$ cat src/rtl/alu_exec_unit.sv
// -----------------------------------------------------------------------------
// alu_exec_unit
//   Multi-cycle execute unit. Logic/arithmetic ops complete in one cycle; shifts
//   iterate on a serial 1-bit-per-cycle shifter. Results are returned over a
//   valid/ready handshake and held stable until accepted.
//
//   Optional build macro: ALU_SLTU_EN
//     defined   -> alu_ctrl 1001 decodes as SLTU (unsigned set-less-than)
//     undefined -> 1001 is an undefined code (result 0, zero 1)
//
//   Ports
//     clk        rising-edge clock
//     rst_n      asynchronous active-low reset
//     in_valid   request valid          in_ready  unit can accept a request
//     alu_ctrl   4-bit operation code
//     op_a       first operand / shift source
//     op_b       second operand; op_b[SHW-1:0] is the shift amount
//     out_valid  result valid           out_ready consumer accepts result
//     result     operation result       zero      result == 0 (with out_valid)
//     busy       high while a shift is iterating
//
//   state   | meaning
//   --------+-------------------------------------------------------------
//   S_IDLE  | waiting for a request, in_ready=1
//   S_SHIFT | serial shifter running, one bit per cycle, busy=1
//   S_DONE  | result presented, out_valid=1, waiting for out_ready
// -----------------------------------------------------------------------------
module alu_exec_unit #(
   parameter int XLEN = 32,
   parameter int SHW  = $clog2(XLEN)
) (
   input  logic            clk,
   input  logic            rst_n,
   input  logic            in_valid,
   output logic            in_ready,
   input  logic [3:0]      alu_ctrl,
   input  logic [XLEN-1:0] op_a,
   input  logic [XLEN-1:0] op_b,
   output logic            out_valid,
   input  logic            out_ready,
   output logic [XLEN-1:0] result,
   output logic            zero,
   output logic            busy
);

   typedef enum logic [1:0] {S_IDLE, S_SHIFT, S_DONE} state_t;

   localparam logic [3:0] OP_ADD  = 4'b0000;
   localparam logic [3:0] OP_SUB  = 4'b0001;
   localparam logic [3:0] OP_AND  = 4'b0010;
   localparam logic [3:0] OP_OR   = 4'b0011;
   localparam logic [3:0] OP_XOR  = 4'b0100;
   localparam logic [3:0] OP_SLL  = 4'b0101;
   localparam logic [3:0] OP_SRL  = 4'b0110;
   localparam logic [3:0] OP_SRA  = 4'b0111;
   localparam logic [3:0] OP_SLT  = 4'b1000;
`ifdef ALU_SLTU_EN
   localparam logic [3:0] OP_SLTU = 4'b1001;
`endif

   state_t            state_q, state_d;
   logic [XLEN-1:0]   shift_q, shift_d;
   logic [SHW-1:0]    cnt_q, cnt_d;
   logic [1:0]        sh_op_q, sh_op_d;
   logic [XLEN-1:0]   result_q, result_d;
   logic              zero_q, zero_d;
   logic              in_ready_q, in_ready_d;
   logic              out_valid_q, out_valid_d;
   logic              busy_q, busy_d;

   logic [XLEN-1:0]   alu_res;
   logic [XLEN-1:0]   shift_next;
   logic [SHW-1:0]    shamt;
   logic              is_shift;

   assign shamt    = op_b[SHW-1:0];
   assign is_shift = (alu_ctrl == OP_SLL) || (alu_ctrl == OP_SRL) || (alu_ctrl == OP_SRA);

   // Single-cycle datapath; shift codes never use this value.
   always_comb begin
      alu_res = '0;
      case (alu_ctrl)
         OP_ADD:  alu_res = op_a + op_b;
         OP_SUB:  alu_res = op_a - op_b;
         OP_AND:  alu_res = op_a & op_b;
         OP_OR:   alu_res = op_a | op_b;
         OP_XOR:  alu_res = op_a ^ op_b;
         OP_SLT:  alu_res = {{(XLEN-1){1'b0}}, ($signed(op_a) < $signed(op_b))};
`ifdef ALU_SLTU_EN
         OP_SLTU: alu_res = {{(XLEN-1){1'b0}}, (op_a < op_b)};
`endif
         default: alu_res = '0;
      endcase
   end

   // sh_op holds alu_ctrl[1:0] of the accepted shift: 01 SLL, 10 SRL, 11 SRA.
   always_comb begin
      shift_next = shift_q;
      case (sh_op_q)
         2'b01:   shift_next = {shift_q[XLEN-2:0], 1'b0};
         2'b10:   shift_next = {1'b0, shift_q[XLEN-1:1]};
         default: shift_next = {shift_q[XLEN-1], shift_q[XLEN-1:1]};
      endcase
   end

   always_comb begin
      state_d     = state_q;
      shift_d     = shift_q;
      cnt_d       = cnt_q;
      sh_op_d     = sh_op_q;
      result_d    = result_q;
      zero_d      = zero_q;
      in_ready_d  = in_ready_q;
      out_valid_d = out_valid_q;
      busy_d      = busy_q;

      case (state_q)
         S_IDLE: begin
            if (in_valid && in_ready_q) begin
               in_ready_d = 1'b0;
               if (is_shift) begin
                  shift_d = op_a;
                  cnt_d   = shamt;
                  sh_op_d = alu_ctrl[1:0];
                  if (shamt == '0) begin
                     result_d    = op_a;
                     zero_d      = (op_a == '0);
                     out_valid_d = 1'b1;
                     state_d     = S_DONE;
                  end else begin
                     busy_d  = 1'b1;
                     state_d = S_SHIFT;
                  end
               end else begin
                  result_d    = alu_res;
                  zero_d      = (alu_res == '0);
                  out_valid_d = 1'b1;
                  state_d     = S_DONE;
               end
            end
         end
         S_SHIFT: begin
            shift_d = shift_next;
            cnt_d   = cnt_q - SHW'(1);
            // cnt==1 means this edge performs the last shift
            if (cnt_q == SHW'(1)) begin
               result_d    = shift_next;
               zero_d      = (shift_next == '0);
               busy_d      = 1'b0;
               out_valid_d = 1'b1;
               state_d     = S_DONE;
            end
         end
         S_DONE: begin
            if (out_ready) begin
               out_valid_d = 1'b0;
               in_ready_d  = 1'b1;
               state_d     = S_IDLE;
            end
         end
         default: begin
            state_d     = S_IDLE;
            in_ready_d  = 1'b1;
            out_valid_d = 1'b0;
            busy_d      = 1'b0;
         end
      endcase
   end

   always_ff @(posedge clk or negedge rst_n) begin
      if (!rst_n) begin
         state_q     <= S_IDLE;
         shift_q     <= '0;
         cnt_q       <= '0;
         sh_op_q     <= '0;
         result_q    <= '0;
         zero_q      <= 1'b0;
         in_ready_q  <= 1'b1;
         out_valid_q <= 1'b0;
         busy_q      <= 1'b0;
      end else begin
         state_q     <= state_d;
         shift_q     <= shift_d;
         cnt_q       <= cnt_d;
         sh_op_q     <= sh_op_d;
         result_q    <= result_d;
         zero_q      <= zero_d;
         in_ready_q  <= in_ready_d;
         out_valid_q <= out_valid_d;
         busy_q      <= busy_d;
      end
   end

   assign in_ready  = in_ready_q;
   assign out_valid = out_valid_q;
   assign result    = result_q;
   assign zero      = zero_q;
   assign busy      = busy_q;

endmodule
$ cat config.mk
export PLATFORM = sky130hd
export DESIGN_NAME = alu_exec_unit
export DESIGN_NICKNAME = d
export VERILOG_FILES = /design/src/rtl/alu_exec_unit.sv
export SDC_FILE = /design/constraint.sdc
export NUM_CORES = 1
export LEC_CHECK = 0
export ABC_AREA = 1
export CAP_MARGIN = 30
export CORE_MARGIN = 4
export CORE_UTILIZATION = 54
export CTS_CLUSTER_DIAMETER = 150
export DETAILED_ROUTE_END_ITERATION = 10
export HOLD_SLACK_MARGIN = 0.08
export MAX_ROUTING_LAYER = met4
export PLACE_DENSITY_LB_ADDON = 0.25
export SETUP_SLACK_MARGIN = 0.05
export SYNTH_ARGS = -nofsm -noshare
export SYNTH_HDL_FRONTEND = slang
export SYNTH_SLANG_ARGS = --single-unit
$ cat constraint.sdc
create_clock -name clk -period 2.23 [get_ports clk]
set_clock_uncertainty 0.15 [all_clocks]
set_input_delay 0.446 -clock clk [delete_from_list [all_inputs] [get_ports clk]]
set_output_delay 0.446 -clock clk [all_outputs]
set_load 0.01 [all_outputs]
==> summary.txt, run 1 <==
Run status
  – Outcome: did not finish
  – Stop stage: global routing (5_1_grt)
  – Stop Error: [ERROR DPL-0038] Utilization greater than 100%, impossible to legalize

Placed design
  – HPWL after DPL: 39800 um
  – Buffers on Ports: 107
  – Placed cell areas: 15300 um^2
  – Routability Congestion: 1.10
  – Placed insts: 2563

Logic synthesis
  – Syn avg cell area: 5.72 um^2
  – Cell count after synthesis: 1856
  – Top_reg_cell synth: dfrtp_1
  – Synth top area share: 18.8%
  – #FFs+latches synth: 77
  – Netlist cell types: 36
  – Post-Synthesis Cell Area: 10600 um^2
  – Ys async rst share: 100%
  – Sequential area share after synthesis: 18.2%
  – Net count after synthesis: 2037
  – Ys Warns: 0
  – EDFF count, synth: 0
  – Synth area leaders: nand2_1, dfrtp_1, ha_1
  – Cell taking the most area after synthesis: nand2_1

Floorplan
  – Site Rows: 51
  – Top Ports: 108
  – Starting density of the core: 54.7%
  – Die height: 148 um
  – Die width: 148 um

CTS
  – Root buf cell: clkbuf_16
  – Buffers from clock root to sink, at most: 2
  – Cts bufs inserted: 9
  – CTS sink cnt: 77
  – H-tree Lvls: 3

Global route
  – Largest net degree at the start of global routing: 68
## repair_timing
| item | 4_1_cts |
|---|---|
| buffers inserted | 75 |
| pin swaps | 175 |
| hold buffers | 1 |
| endpoints found under the hold margin | 10 |
| resized for setup | 688 |
| setup endpoints to repair | 76 |
## stage by stage
step | hold slack, ns | TNS [ns] | util, % | worst slack, ns
4_1_cts | 0.344 | -8.09 | 91.7 | -0.664
3_5_place_dp | 0.149 | -56.46 | 78.6 | -1.65
3_3_place_gp | 0.138 | -51.24 | 78.6 | -1.55
2_1_floorplan | 0.000409 | -0.392 | - | -0.264
## synth_stat cells, types with 14 or more instances
master    instances
a21oi_1         111
nor3_1           14
nand4_1          26
o22ai_1          57
clkbuf_1         33
nand2_1         531
dfrtp_1          76
o21ai_0          50
buf_2            29
nor2_1          208
inv_1           334
nand3_1         157
ha_1            107
a31oi_1          32
a22oi_1          30
## cells by family after synthesis
group                      synth area share (%)
DFF                                        18.2
and+or+nand+nor                            37.1
buffers and inverters                      15.0
AOI/OAI and AO/OA                          16.4
xor gates and xnor gates                  0.330
adders and majority gates                  13.0
==> run 2, diff against run 1 <==
==> config.mk (replaced) <==
export PLATFORM = sky130hd
export DESIGN_NAME = alu_exec_unit
export DESIGN_NICKNAME = d
export VERILOG_FILES = /design/src/rtl/alu_exec_unit.sv
export SDC_FILE = /design/constraint.sdc
export NUM_CORES = 1
export LEC_CHECK = 0
export ABC_AREA = 1
export CAP_MARGIN = 30
export CORE_MARGIN = 4
export CORE_UTILIZATION = 40
export DETAILED_ROUTE_END_ITERATION = 10
export PLACE_DENSITY_LB_ADDON = 0.15
export SYNTH_ARGS = -nofsm -noshare
export SYNTH_HDL_FRONTEND = slang
export SYNTH_SLANG_ARGS = --single-unit
==> constraint.sdc (replaced) <==
create_clock -name clk -period 2.9 [get_ports clk]
set_clock_uncertainty 0.15 [all_clocks]
set_input_delay 0.58 -clock clk [delete_from_list [all_inputs] [get_ports clk]]
set_output_delay 0.58 -clock clk [all_outputs]
set_load 0.01 [all_outputs]
==> summary.txt, run 2 <==
Logic synthesis
  – Top_reg_cell synth: dfrtp_1
  – Synth top area share: 18.8%
  – Syn avg cell area: 5.72 um^2
  – Post-Synthesis Cell Area: 10600 um^2
  – Synth area leaders: nand2_1, dfrtp_1, ha_1
  – EDFF count, synth: 0
  – Cell count after synthesis: 1856
  – Ys async rst share: 100%
  – Synth top cells by count: nand2_1, inv_1, nor2_1, nand3_1, a21oi_1
  – Net count after synthesis: 2037
  – #FFs+latches synth: 77
  – Sequential area share after synthesis: 18.2%
  – Ys Warns: 0
  – Most common cell in the netlist: nand2_1
  – Netlist cell types: 36
  – Cell taking the most area after synthesis: nand2_1

Drt
  – Routed Antenna Nets: 0
  – DRT iter0 DRCs: 1439
  – WL/cell: 18.9 um
  – Vias per inst: 5.34
  – Via count: 14400
  – Post-Route WL: 51100 um
  – Drt pass-1 iters: 6
  – Residual DRC: 0

Cells and area
  – Area of the multi-input gates: 9190 um^2
  – # fillers: 2358
  – N_diodes: 0
  – Most frequent cells in the layout: buf_4, nand2_1, inv_1, nor2_1, nand2_2
  – Seq. cell area: 1930 um^2
  – Ratio of cells with drive above 1 in the final layout: 41.7%
  – Layout net count: 2542
  – P&R area growth vs syn: 66.7%
  – Commonest non-fill, non-tap cell in the layout: buf_4

Timing
  – Final Hold Fails: 0
  – Worst slew margin: 64.3%
  – Fin crit period: 2.91 ns
  – Max Freq: 0.344 GHz
  – Fin crit share: 100%
  – RSZ-0062 raised after global routing: yes
  – Setup WS post-layout: -0.00692 ns
  – Max Slew Vio Count: 0
  – Worst slew pin tran: 0.531 ns
  – # setup viols final: 1

CTS
  – Root buf cell: clkbuf_16
  – Worst-skew pair later-pin latency: 0.33 ns
  – Hold Buf Count CTS: 0
  – CTS tree: yes
  – Cts bufs inserted: 9
  – Clock Pin Slew Worst Setup and Hold Paths: 0.06 ns
  – CTS sink cnt: 77
  – Buffers from clock root to sink, at most: 2
  – H-tree Lvls: 3

Power and ir drop
  – Peak VDD IR: 0.00152 V
  – Total power draw: 0.00949 W
  – LEAKAGE: 9.29 nW
  – Cell Pwr Density: 536 nW/um^2

Setup path
  – Sum of buffers and inverters on the critical path: 5
  – Slowest cell on crit path: dlygate4sd2_1
  – Arrival @ worst endpoint: 3.02 ns
  – CP most frequent cell: nand2_4
  – Crit path largest cell delay: 0.24 ns
  – Worst-path cell chain: dlygate4sd2_1 > inv_2 > buf_4 > ha_2 > nand2_1 > nand2_2 > buf_4 > a21oi_4 > nand2_4 > nand2_4 > nand2_4 > nand2_4 > buf_6 > nand3_4 > nand3_2 > nand2_2 > nor2_2 > nand3_2 > nor2_4 > nand3_2 > nand2_1 > nand2_1 > a21oi_2
  – FF-to-FF Start: sh_op_q[0]
  – Critical path origin: op_b[4]
  – Worst setup EP type: flip-flop
  – Startpoint types: input pin
  – Setup CP Type: input pin to flip-flop
  – Crit path max-delay family: simple AND/OR/NAND/NOR gates
  – CP required: 3.01 ns
  – CP Max Fanout: 3

Worst hold path
  – Hold WC Path Type: input pin to asynchronous set/reset pin

Floorplan
  – Die area: 29200 um^2
  – Core area: 26100 um^2
  – Starting density of the core: 40.7%
  – Die width: 171 um
  – Die height: 171 um
  – Site Rows: 59
  – Top Ports: 108

Global route
  – Global-route wire length before repair: 75900 um
  – Largest net degree at the start of global routing: 78
  – Grt total ovfl: 0
  – Vias in the first global route: 13600
  – Total GRT Usage: 33.4%
  – Initial antenna violation count: 0

Run status
  – Failing checks: setup timing
  – Outcome: finished, violations left

Placed design
  – Pre-CTS WS: -1.11 ns
  – Routability Congestion: 1.02
  – HPWL after DPL: 40800 um
  – Buffers on Ports: 107

Job
  – Max cap viols: 0
[run 2: final cells by class]
cell class,instances,share of cell area (%)
Timing Repair Buffer,566,26.1
Clock inverter,2,0.0566
Inverter,336,7.22
Clock buffer,13,1.41
Sequential cell,77,10.9
Multi-Input combinational cell,1371,51.9
Tap cell,335,2.37
[run 2: repair_timing]
item,4_1_cts,5_1_grt
setup endpoints to repair,30,18
pin swaps,116,146
buffers inserted,49,25
resized for setup,487,300
[run 2: final timing paths]
kind | endpoint | slack, ns | depth (start not counted)
max in group asynchronous | in_ready | 2.13 | 2
max reg2reg | zero | 0.40 | 11
min | shift_q[5] | 0.11 | 2
min in group clk | out_valid | 0.33 | 2
min reg2reg | out_valid | 0.33 | 2
max | zero | -0.007 | 23
[run 2: stage by stage]
| step | TNS, ns | cells | instance area [um^2] | utilization [%] | hold WS [ns] |
|---|---|---|---|---|---|
| 6_report | -0.00692 | 2700 | 17700 | 67.9 | 0.107 |
| 5_1_grt | -0.242 | 2700 | 17700 | 67.9 | 0.149 |
| 4_1_cts | -0.0163 | 2675 | 16800 | 64.6 | 0.129 |
| 3_5_place_dp | -21.48 | 2611 | 14800 | 56.9 | 0.313 |
| 3_3_place_gp | -20.56 | 2611 | 14800 | 56.9 | 0.312 |
| 2_1_floorplan | 0 | 1856 | 10600 | - | 0.134 |
[run 2: routing by layer]
metal / wire [um] / GRT usage, %
met4: 1170 / 7.58
met1: 23400 / 49.3
met5: 0 / 0
met3: 3740 / 3.97
met2: 22800 / 52.5
[run 2: cell families after synthesis]
| family | share of synthesized area [%] |
|---|---|
| flip-flops | 18.2 |
| AND/OR/NAND/NOR | 37.1 |
| AO/OA/AOI/OAI | 16.4 |
| adder cells (fa/ha/maj) | 13.0 |
| XOR/XNOR | 0.330 |
| buffers and inverters | 15.0 |
[run 2: power by group]
group | internal [W] | switching (W)
Sequential | 0.00164 | 0.000282
Combinational | 0.00282 | 0.00374
Clock | 0.000596 | 0.000409
Total | 0.00506 | 0.00443
[run 2: worst register-to-register path: stages, from the launching register on]
cell	delay [ns]
dfrtp_1	0.39
inv_1	0.06
ha_1	0.32
inv_1	0.07
nand2_1	0.10
buf_12	0.19
o22ai_1	0.12
nor4_1	0.44
nand4_1	0.24
nor2_1	0.16
nor2_1	0.08
a21oi_2	0.11
(Power assumes the default switching activity.)
==> run 3, diff against run 2 <==
--- a/config.mk
+++ b/config.mk
@@ -10,7 +10,8 @@
 export CORE_MARGIN = 4
 export CORE_UTILIZATION = 40
 export DETAILED_ROUTE_END_ITERATION = 10
-export PLACE_DENSITY_LB_ADDON = 0.15
+export PLACE_DENSITY_LB_ADDON = 0.05
+export RECOVER_POWER = 50
 export SYNTH_ARGS = -nofsm -noshare
 export SYNTH_HDL_FRONTEND = slang
 export SYNTH_SLANG_ARGS = --single-unit
==> summary.txt, run 3 (synthesis gave the netlist of run 2 again) <==
Drt
  – DRT iter0 DRCs: 1411
  – Via count: 14600
  – Vias per inst: 5.42
  – Drt pass-1 iters: 8
  – Routed Antenna Nets: 0
  – Residual DRC: 0
  – WL/cell: 19.4 um
  – Post-Route WL: 52100 um

Timing
  – Hold WS: 0.279 ns
  – Setup TNS: -0.128 ns
  – Max Freq: 0.336 GHz
  – Final Hold Fails: 0
  – Fin crit share: 103%
  – Worst slew pin tran: 1.06 ns
  – Worst slew margin: 29.1%
  – Setup WS post-layout: -0.0786 ns
  – # setup viols final: 3
  – Max Slew Vio Count: 0
  – RSZ-0062 raised after global routing: yes
  – Fin crit period: 2.98 ns

Cells and area
  – P&R area growth vs syn: 66.8%
  – Most frequent cells in the layout: buf_4, nand2_1, inv_1, nor2_1, nand2_2
  – Final core occ: 68.0%
  – Layout net count: 2533
  – Ratio of cells with drive above 1 in the final layout: 41.4%
  – N_diodes: 0
  – # fillers: 2323
  – Layout Cells excl Fill: 2691
  – Commonest non-fill, non-tap cell in the layout: buf_4

Placed design
  – Routability Congestion: 1.02
  – Placed insts: 2601
  – HPWL after DPL: 41300 um
  – Buffers on Ports: 107

Setup path
  – Setup CP Type: input pin to flip-flop
  – Crit path max-delay family: simple AND/OR/NAND/NOR gates
  – CP Max Fanout: 4
  – Arrival @ worst endpoint: 3.10 ns
  – Worst setup EP type: flip-flop
  – Crit path largest cell delay: 0.21 ns
  – CP most frequent cell: nand2_1
  – Sum of buffers and inverters on the critical path: 6
  – Worst-path cell chain: clkdlybuf4s15_2 > inv_2 > ha_4 > buf_4 > nand2_1 > buf_4 > inv_2 > a21oi_2 > nand2_4 > buf_4 > nand2_1 > nand4_1 > nand3_1 > nand3_2 > nor2_4 > nand3_4 > nor2_4 > nand3_2 > nand2_1 > nand2_1 > a21oi_2
  – Startpoint types: input pin
  – Slowest cell on crit path: ha_4
  – CP required: 3.02 ns

Global route
  – Initial antenna violation count: 2
  – Grt total ovfl: 0
  – Largest net degree at the start of global routing: 45
  – Total GRT Usage: 34.0%
  – Vias in the first global route: 13700
  – Global-route wire length before repair: 76700 um

CTS
  – Buffers from clock root to sink, at most: 2
  – CTS sink cnt: 77
  – Worst-skew pair later-pin latency: 0.33 ns
  – H-tree Lvls: 3
  – CTS tree: yes
  – Cts bufs inserted: 9
  – Clock Pin Slew Worst Setup and Hold Paths: 0.06 ns
  – Root buf cell: clkbuf_16

Floorplan
  – Core area: 26100 um^2
  – Site Rows: 59
  – Die area: 29200 um^2
  – Top Ports: 108
  – Die width: 171 um
  – Die height: 171 um
  – Starting density of the core: 40.7%

Power and ir drop
  – Combinational Power Share: 67.4%
  – Cell Pwr Density: 544 nW/um^2
  – LEAKAGE: 9.24 nW
  – Sw power: 0.00449 W
  – Peak VDD IR: 0.000921 V
  – Internal cell power: 0.00515 W
  – Sequential power share: 19.9%
  – Share of total power in the clock network: 12.7%
  – Sw frac: 46.6%

Run status
  – Outcome: finished, violations left
  – Failing checks: setup timing

Worst hold path
  – Hold WC Path Type: input pin to asynchronous set/reset pin

Job
  – Max cap viols: 0
-- run 3: cell count changes in the layout (fill, tap and decap cells not counted), sizes merged --
cell / previous run / this run
bufinv: 0 / 2
dlymetal6s2s: 6 / 7
clkinvlp: 1 / 3
clkbuf: 40 / 29
buf: 467 / 453
dlygate4sd2: 21 / 29
dlygate4sd3: 0 / 8
clkdlybuf4s15: 5 / 10
clkdlybuf4s25: 0 / 1
inv: 334 / 333
clkdlybuf4s50: 40 / 32
clkinv: 3 / 1
-- run 3: through the flow --
stage / total power (W) / setup WS, ns / area [um^2]
global route: 0.0103 / -0.229 / 17700
finish: 0.00964 / -0.0786 / 17700
global placement: 0.00748 / -1.31 / 14700
floorplan: 0.00514 / 0.143 / 10600
CTS: 0.00930 / -0.0882 / 16900
detailed placement: 0.00758 / -1.29 / 14700
-- run 3: final cells by class --
class | instances | area (um^2) | area share (%)
clock buffer | 12 | 256 | 1.45
clock inverter | 3 | 68.8 | 0.389
inverter | 336 | 1280 | 7.24
multi-input combinational | 1371 | 9160 | 51.7
sequential | 77 | 1930 | 10.9
tap | 335 | 419 | 2.37
timing repair buffer | 557 | 4600 | 26.0
-- run 3: power by group through the flow --
stage                     clock network [W]  registers, W  logic (W)
after floorplan                           0       0.00199    0.00315
after global placement                    0       0.00192    0.00557
after detailed placement                  0       0.00193    0.00564
after CTS                           0.00123       0.00192    0.00615
after global routing                0.00127       0.00198    0.00703
final                               0.00122       0.00192    0.00650
-- run 3: metal layers --
metal  share of wire (%)  up-vias  global-route usage [%]  wire [um]
li1                    -     6952                       -          -
met1                  45     6909                    49.4      23500
met2                  43      651                    51.5      22600
met3                 8.7       75                    6.24       4540
met4                 2.8        4                    10.1       1450
met5               0.052        -                       0         27
-- run 3: what timing repair did --
action	in CTS	in global routing
pin swaps	121	117
endpoints found under the setup margin	28	16
resized for setup	510	260
buffers inserted	57	19
hold buffers	0	0
-- run 3: final timing paths --
path / startpoint / endpoint / slack (ns) / cells after the start
setup / recovery: op_b[6] / zero / -0.08 / 21
hold / removal: rst_n / shift_q[8] / 0.28 / 1
setup reg to reg: sh_op_q[0] / zero / 0.35 / 11
hold reg to reg: result[0] / result[0] / 0.34 / 2
max in group asynchronous: rst_n / shift_q[24] / 0.88 / 2
min in group clk: result[0] / result[0] / 0.34 / 2
==> run 4, diff against run 3 <==
--- a/config.mk
+++ b/config.mk
@@ -12,6 +12,7 @@
 export DETAILED_ROUTE_END_ITERATION = 10
 export PLACE_DENSITY_LB_ADDON = 0.05
 export RECOVER_POWER = 50
+export REMOVE_ABC_BUFFERS = 1
 export SYNTH_ARGS = -nofsm -noshare
 export SYNTH_HDL_FRONTEND = slang
 export SYNTH_SLANG_ARGS = --single-unit
==> summary.txt, run 4 (synthesis gave the netlist of run 2 again) <==
Timing
  – Setup TNS: 0 ns
  – Max Slew Vio Count: 0
  – Fin crit period: 2.88 ns
  – Final Hold Fails: 0
  – Worst slew margin: 9.58%
  – Max Freq: 0.347 GHz
  – Fin crit share: 99.3%
  – RSZ-0062 raised after global routing: yes
  – Worst slew pin tran: 1.36 ns
  – # setup viols final: 0

Worst hold path
  – Hold Crit Endpoint: busy
  – Hold WC Path Type: flip-flop to flip-flop
  – Worst hold path startpoint: state_q[0]
  – Min-Delay Path Depth: 1

Setup path
  – Arrival @ worst endpoint: 2.99 ns
  – CP required: 3.01 ns
  – CP Max Fanout: 5
  – Crit path max-delay family: simple AND/OR/NAND/NOR gates
  – R2R setup slack: 0.30 ns
  – RR Endpoint: zero
  – Critical path origin: op_a[3]
  – Setup CP Type: input pin to flip-flop
  – Sum of buffers and inverters on the critical path: 4
  – CP most frequent cell: nand2_1
  – Worst r2r path cells: 11
  – Crit path largest cell delay: 0.31 ns
  – FF-to-FF Start: sh_op_q[0]
  – Worst-path cell chain: dlygate4sd2_1 > inv_2 > ha_4 > buf_6 > nand3_2 > nand3_4 > buf_6 > nand3_4 > nand3_4 > nand3_4 > nand2_1 > nand2_1 > nand3_1 > nand2_1 > nor2_2 > nand3_1 > nor2_2 > nand3_1 > nand2_1 > nand2_1 > a21oi_2
  – Startpoint types: input pin
  – Slowest cell on crit path: ha_4
  – Worst setup EP type: flip-flop

Cells and area
  – Layout Cells excl Fill: 2674
  – Final core occ: 67.2%
  – Layout net count: 2515
  – Commonest non-fill, non-tap cell in the layout: nand2_1
  – # fillers: 2458
  – N_diodes: 0
  – Seq. cell area: 1930 um^2
  – Area of the multi-input gates: 9110 um^2
  – Most frequent cells in the layout: nand2_1, buf_4, inv_1, nor2_1, nand2_2
  – Ratio of cells with drive above 1 in the final layout: 39.8%
  – P&R area growth vs syn: 65.0%

Global route
  – Largest net degree at the start of global routing: 54
  – M3 GR Usage: 5.73%
  – Initial antenna violation count: 0
  – Gr busiest metal: met2
  – Vias in the first global route: 13600
  – Total GRT Usage: 33.2%
  – Met2 Use GR: 51.1%
  – Grt total ovfl: 0
  – Global-route wire length before repair: 75200 um
  – Met1 usage: 49.0%

CTS
  – Buffers from clock root to sink, at most: 2
  – Root buf cell: clkbuf_16
  – Worst-skew pair later-pin latency: 0.34 ns
  – Clock Pin Slew Worst Setup and Hold Paths: 0.06 ns
  – CTS sink cnt: 77
  – H-tree Lvls: 3
  – CTS tree: yes
  – Cts bufs inserted: 9

Drt
  – Drt pass-1 iters: 6
  – Routed Antenna Nets: 0
  – WL/cell: 18.9 um
  – Post-Route WL: 50400 um
  – Via count: 14400
  – Residual DRC: 0
  – Vias per inst: 5.37
  – DRT iter0 DRCs: 1553

Power and ir drop
  – Cell Pwr Density: 551 nW/um^2
  – Sequential power share: 19.8%
  – Sw frac: 45.9%
  – Share of total power in the clock network: 13.7%
  – Total power draw: 0.00964 W
  – Peak VDD IR: 0.00131 V
  – Sw power: 0.00442 W
  – LEAKAGE: 9.16 nW
  – Combinational Power Share: 66.5%
  – Internal cell power: 0.00522 W

Floorplan
  – Die area: 29200 um^2
  – Top Ports: 108
  – Starting density of the core: 40.7%
  – Die width: 171 um
  – Core area: 26100 um^2
  – Die height: 171 um
  – Site Rows: 59

Job
  – Max cap viols: 0

Run status
  – Outcome: finished, final reports clean

Placed design
  – Placed insts: 2606
  – Buffers on Ports: 107
  – HPWL after DPL: 40300 um
  – Routability Congestion: 1.06
[run 4: cell count changes in the layout (fill, tap and decap cells not counted), sizes merged, moves of 2 or more]
cell | previous run | this run
buf | 453 | 437
clkbuf | 29 | 36
clkdlybuf4s50 | 32 | 26
dlygate4sd2 | 29 | 19
dlygate4sd3 | 8 | 14
dlymetal6s2s | 7 | 9
inv | 333 | 336
[run 4: final cells by class]
type	instances	area share (%)
flip-flops and latches	77	11.0
repair buffers	539	25.3
clock inverters	5	0.607
well taps	335	2.39
clock buffers	11	1.39
inverters	336	7.29
multi-input cells	1371	52.0
[run 4: worst max path at each step]
stage                end  slack [ns]  cells after the start
floorplan           zero       -1.21                      8
global placement    zero       -1.11                     19
detailed placement  zero       -1.15                     20
CTS                 zero      0.0005                     20
global route        zero       -0.11                     21
finish              zero        0.02                     21
[run 4: repair_timing]
| action | CTS | global route |
|---|---|---|
| pin swaps | 119 | 130 |
| hold buffers | 0 | 0 |
| setup buffers | 31 | 21 |
| gates resized for setup | 475 | 278 |
| endpoints found under the setup margin | 29 | 16 |
[run 4: power by group through the flow]
stage / registers (W) / logic [W] / clock network (W)
6_report: 0.00191 / 0.00641 / 0.00132
4_1_cts: 0.00192 / 0.00612 / 0.00133
5_1_grt: 0.00197 / 0.00697 / 0.00138
2_1_floorplan: 0.00199 / 0.00303 / 0
3_3_place_gp: 0.00192 / 0.00566 / 0
3_5_place_dp: 0.00193 / 0.00572 / 0
[run 4: per-layer routing]
metal | routed length, um | vias to the layer above | part of all wire [%]
met5 | 0 | - | 0
met4 | 963 | 0 | 1.9
met3 | 4760 | 59 | 9.4
met2 | 21900 | 632 | 43
met1 | 22800 | 6773 | 45
li1 | - | 6902 | -
[run 4: per-stage QoR]
step	instance area (um^2)	setup slack, ns	hold slack [ns]
after CTS	16700	0.000526	0.157
final	17500	0.0199	0.323
after floorplan	10300	-1.21	0.134
after global placement	14800	-1.11	0.303
after detailed placement	14800	-1.15	0.310
after global routing	17500	-0.114	0.352
